[config.mk]
export PLATFORM = sky130hd
export DESIGN_NAME = seven_display
export DESIGN_NICKNAME = d
export VERILOG_FILES = /design/src/rtl/seven_display.sv
export SDC_FILE = /design/constraint.sdc
export NUM_CORES = 1
export LEC_CHECK = 0
export BUFFER_PORTS_ARGS = -buffer_cell sky130_fd_sc_hd__buf_2
export CORE_ASPECT_RATIO = 0.75
export CORE_MARGIN = 3
export CORE_UTILIZATION = 40
export DETAILED_ROUTE_END_ITERATION = 10
export PLACE_DENSITY = 0.52
export SLEW_MARGIN = 0
export SYNTH_ARGS = -nofsm -noshare
export SYNTH_HDL_FRONTEND = slang
export SYNTH_SLANG_ARGS = --single-unit
export TNS_END_PERCENT = 1
[constraint.sdc]
create_clock -name MHzclk -period 6.8 [get_ports MHzclk]
set_input_delay 1.36 -clock MHzclk [delete_from_list [all_inputs] [get_ports MHzclk]]
set_output_delay 1.36 -clock MHzclk [all_outputs]
set_load 0.05 [all_outputs]
[src/rtl/seven_display.sv]
// seven_display: four-digit multiplexed hex display driver around a 16-bit
// up/down counter stepped by a debounced push-button.
//   MHzclk          system clock, rising edge
//   reset           async active-low reset
//   button          raw bouncy push-button, high = pressed
//   switch_control  direction: 0 = count up, 1 = count down
//   AN[3:0]         digit anodes, active-low, AN[0] = rightmost digit
//   seven[6:0]      segments {a,b,c,d,e,f,g}, active-low
module seven_display #(
  parameter int REFRESH_DIV     = 1000,
  parameter int DEBOUNCE_CYCLES = 10000
) (
  input  logic       MHzclk,
  input  logic       reset,
  input  logic       button,
  input  logic       switch_control,
  output logic [3:0] AN,
  output logic [6:0] seven
);

  localparam int PW = (REFRESH_DIV > 2) ? $clog2(REFRESH_DIV) : 1;
  localparam int DW = (DEBOUNCE_CYCLES > 1) ? $clog2(DEBOUNCE_CYCLES) : 1;

  localparam logic [PW-1:0] PRE_LAST = PW'(REFRESH_DIV - 1);
  localparam logic [DW-1:0] DB_LAST  = DW'(DEBOUNCE_CYCLES - 1);

  logic          btn_s1_q, btn_s2_q, sw_s1_q, sw_s2_q;
  logic          acc_q, acc_d;
  logic [DW-1:0] db_cnt_q, db_cnt_d;
  logic [15:0]   value_q, value_d;
  logic [PW-1:0] pre_q, pre_d;
  logic [1:0]    idx_q, idx_d;
  logic [3:0]    an_q, an_d;
  logic [6:0]    seg_q, seg_d;
  logic [3:0]    nib;
  logic          flip, step;

  function automatic logic [6:0] hex7(input logic [3:0] n);
    case (n)
      4'h0: hex7 = 7'b0000001;  4'h1: hex7 = 7'b1001111;
      4'h2: hex7 = 7'b0010010;  4'h3: hex7 = 7'b0000110;
      4'h4: hex7 = 7'b1001100;  4'h5: hex7 = 7'b0100100;
      4'h6: hex7 = 7'b0100000;  4'h7: hex7 = 7'b0001111;
      4'h8: hex7 = 7'b0000000;  4'h9: hex7 = 7'b0000100;
      4'hA: hex7 = 7'b0001000;  4'hB: hex7 = 7'b1100000;
      4'hC: hex7 = 7'b0110001;  4'hD: hex7 = 7'b1000010;
      4'hE: hex7 = 7'b0110000;  default: hex7 = 7'b0111000;
    endcase
  endfunction

  // Flip the accepted level on the DEBOUNCE_CYCLES-th consecutive differing
  // cycle; a step is the rising flip, taken in the same cycle it is accepted.
  assign flip = (btn_s2_q != acc_q) && (db_cnt_q == DB_LAST);
  assign step = flip && !acc_q;

  always_comb begin
    acc_d    = acc_q;
    db_cnt_d = '0;
    if (btn_s2_q != acc_q) begin
      if (flip) acc_d = ~acc_q;
      else      db_cnt_d = db_cnt_q + 1'b1;
    end

    value_d = value_q;
    if (step) value_d = sw_s2_q ? value_q - 16'd1 : value_q + 16'd1;

    pre_d = pre_q + 1'b1;
    idx_d = idx_q;
    if (pre_q == PRE_LAST) begin
      pre_d = '0;
      idx_d = idx_q + 2'd1;
    end

    case (idx_q)
      2'd0:    nib = value_q[3:0];
      2'd1:    nib = value_q[7:4];
      2'd2:    nib = value_q[11:8];
      default: nib = value_q[15:12];
    endcase
    an_d  = ~(4'b0001 << idx_q);
    seg_d = hex7(nib);
  end

  always_ff @(posedge MHzclk or negedge reset) begin
    if (!reset) begin
      btn_s1_q <= 1'b0;
      btn_s2_q <= 1'b0;
      sw_s1_q  <= 1'b0;
      sw_s2_q  <= 1'b0;
      acc_q    <= 1'b0;
      db_cnt_q <= '0;
      value_q  <= '0;
      pre_q    <= '0;
      idx_q    <= '0;
      an_q     <= 4'b1110;
      seg_q    <= 7'b0000001;
    end else begin
      btn_s1_q <= button;
      btn_s2_q <= btn_s1_q;
      sw_s1_q  <= switch_control;
      sw_s2_q  <= sw_s1_q;
      acc_q    <= acc_d;
      db_cnt_q <= db_cnt_d;
      value_q  <= value_d;
      pre_q    <= pre_d;
      idx_q    <= idx_d;
      an_q     <= an_d;
      seg_q    <= seg_d;
    end
  end

  assign AN    = an_q;
  assign seven = seg_q;

endmodule

==> flow_summary.json <==
{
  "outcome": "complete, no violations",
  "fin_crit_sh_pct": 41.96,
  "post-cts-setup-buffers": 0,
  "ctsHoldBuffers": 0,
  "cts_tree": "built",
  "overflow": 0,
  "clkTransAtPathRegs_ns": 0.06,
  "synthesis.area_um2": 3301,
  "fillerInstances": 756,
  "numCtsBuffers": 9,
  "dieHeight_um": 84.67,
  "vias": 2473,
  "ir_drop_uv": 133.2,
  "synth.distinct_cells": 52,
  "die_x_um": 110.9,
  "synth_warnings": 0,
  "seq_area_um2": 1456,
  "async_flop_share_pct": 100.0,
  "drtPass1Iterations": 4,
  "grtUsageTotal_pct": 15.95,
  "core_um2": 7953,
  "cp-start-kind": "flip-flop",
  "grt_max_degree": 59,
  "portBuffers": 14,
  "min_path_cells": 0,
  "cp.required_ns": 7.08,
  "cap_violations": 0,
  "final_layout_size_suffix_gt1_share_pct": 10.74,
  "r2r_end": "value_q[14]",
  "worst-path-max-fanout": 17,
  "setup_viol": 0,
  "vias_per_cell": 5.284,
  "grt_pass1_wl_um": 11990,
  "fp-row-count": 28,
  "fmax_ghz": 0.3505,
  "worstSkewPairLatency_ns": 0.34,
  "htreeDepth": 3,
  "synth_common_cells": "dfrtp_1, nor2_1, nand2_1",
  "drv_slew": 0,
  "hold_path.startpoint": "btn_s1_q",
  "synth-edff-count": 0,
  "synthFlopType": "dfrtp_1",
  "postSynthCellCount": 340,
  "syn_area_per_cell_um2": 9.708,
  "post_cts_resized": 0,
  "period_needed_ns": 2.853,
  "ys_top_cells_by_area": "dfrtp_1, ha_1, xnor2_1",
  "r2r_start": "sw_s2_q",
  "rrSetupSlack_ns": 3.95,
  "p_leak_nw": 1.679,
  "initial_core_util_pct": 41.50,
  "drc_errors": 0,
  "drt_iter0_drc": 143,
  "tightest_slew_ns": 0.9448,
  "ios": 15,
  "cts.sinks": 58,
  "design_area_um2": 3690,
  "min_path_type": "reg -> reg",
  "setup.worst_path.end_class": "flip-flop",
  "stdcell_count": 468,
  "yosys.cell_count.top_type": "dfrtp_1",
  "grt_setup_unrepaired": "false",
  "ant_nets": 0,
  "skew_ns": 0.006418,
  "path_class": "reg -> reg",
  "gp_congestion": 0.8696,
  "avgRoutedWirePerCell_um": 14.61,
  "pwr_density_cell_nw_per_um2": 191.6,
  "dp.cells": 453,
  "synth_top_cell_area_share_pct": 40.94,
  "yosys.area.top_type": "dfrtp_1",
  "antenna_found_initial": 0,
  "ys_seq_area_share_pct": 44.12,
  "hold_viol": 0,
  "setup_tns_ns": 0,
  "holdPathEnd": "btn_s2_q",
  "wirelength_um": 6836,
  "multiInputGateArea_um2": 1760,
  "slew_headroom_pct": 36.35,
  "worstPathArrival_ns": 3.13,
  "dieArea_um2": 9389,
  "grt_pass1_vias": 2448,
  "final_nets": 391,
  "dp_hpwl_um": 4788,
  "root_buffer": "clkbuf_8",
  "area_delta_synth_final_pct": 11.79,
  "placedInstanceArea_um2": 3486,
  "synth-seq-cells": 58,
  "ff2ff_path_depth": 7,
  "diodes": 0,
  "cts_buffer_depth": 2,
  "synth_nets": 372
}
-- sequential cells by signal, summed over array words and instances (netlist names), 2 cells and up --
name / count
value_q: 16
db_cnt_q: 14
pre_q: 10
seven: 7
AN: 4
idx_q: 2
-- metal layers --
layer | track usage (%) | routed length [um] | up-vias
met5 | 0 | 0 | -
met4 | 3.691 | 44 | 0
met3 | 6.268 | 392 | 6
met2 | 22.58 | 2776 | 54
met1 | 22.93 | 3623 | 1162
li1 | - | - | 1251
-- worst max-delay path by stage --
stage	from	slack (ns)	end
after floorplan	sw_s2_q	4.38	value_q[14]
after global placement	sw_s2_q	4.01	value_q[14]
after detailed placement	sw_s2_q	4.00	value_q[14]
after CTS	sw_s2_q	3.97	value_q[14]
after global routing	sw_s2_q	3.66	value_q[14]
final	sw_s2_q	3.95	value_q[14]
-- power by group --
part           switching [mW]  total, mW  internal [mW]
registers             0.00307      0.351          0.348
logic                  0.0190     0.0283        0.00932
clock network           0.131      0.328          0.197
-- cells by family (layout without fill, tap and decap cells) --
family / Yosys count / count (layout) / share of synthesized area (%)
buffers and inverters: 22 / 45 / 2.540
adder cells (fa/ha/maj): 28 / 28 / 10.84
XOR/XNOR: 32 / 32 / 8.491
flip-flops: 58 / 58 / 44.12
AND/OR/NAND/NOR: 112 / 112 / 16.49
AO/OA/AOI/OAI: 84 / 84 / 16.26
multiplexers: 4 / 4 / 1.251
-- critical path: stages (launching register included) --
cell	delay, ns
dfrtp_1	0.62
fa_1	0.58
a211oi_1	0.24
nor2_1	0.11
o31ai_1	0.52
nor2_1	0.13
or4_1	0.49
nand3_1	0.09
-- per-stage QoR --
step	hold WS, ns	setup WS [ns]	utilization (%)	total power [mW]
final	0.3702	3.947	46.40	0.7068
after global routing	0.3836	3.655	46.40	0.7399
after CTS	0.3822	3.966	46.40	0.7186
after detailed placement	0.3594	3.996	43.83	0.3860
after global placement	0.3650	4.011	43.83	0.3860
after floorplan	0.3312	4.385	-	0.3730
-- layout by cell type (no fill, tap or decap), types with 3 or more instances in the layout --
cell type and count:
dfrtp_1 54, nor2_1 34, nand2_1 31, ha_1 27, o21ai_0 25, a21oi_1 20
xnor2_1 18, nand3_1 15, xor2_1 14, buf_2 14, inv_1 13, clkbuf_8 12
and3_1 6, a211oi_1 5, dfstp_2 4, a222oi_1 4, a22o_1 4, nor3_1 4
o31ai_1 4, o21a_1 4, nor2b_1 3, mux2i_1 3, nor3b_1 3, or3_1 3
a21o_1 3, a31oi_1 3
-- area by class of cell --
class	instances	share of cell area, %
inverters	14	1.424
well taps	105	3.561
flip-flops and latches	58	39.47
clock inverters	2	0.9495
clock buffers	13	4.578
multi-input cells	260	47.71
repair buffers	16	2.306
Note: power is estimated with default switching activity, not from simulation.
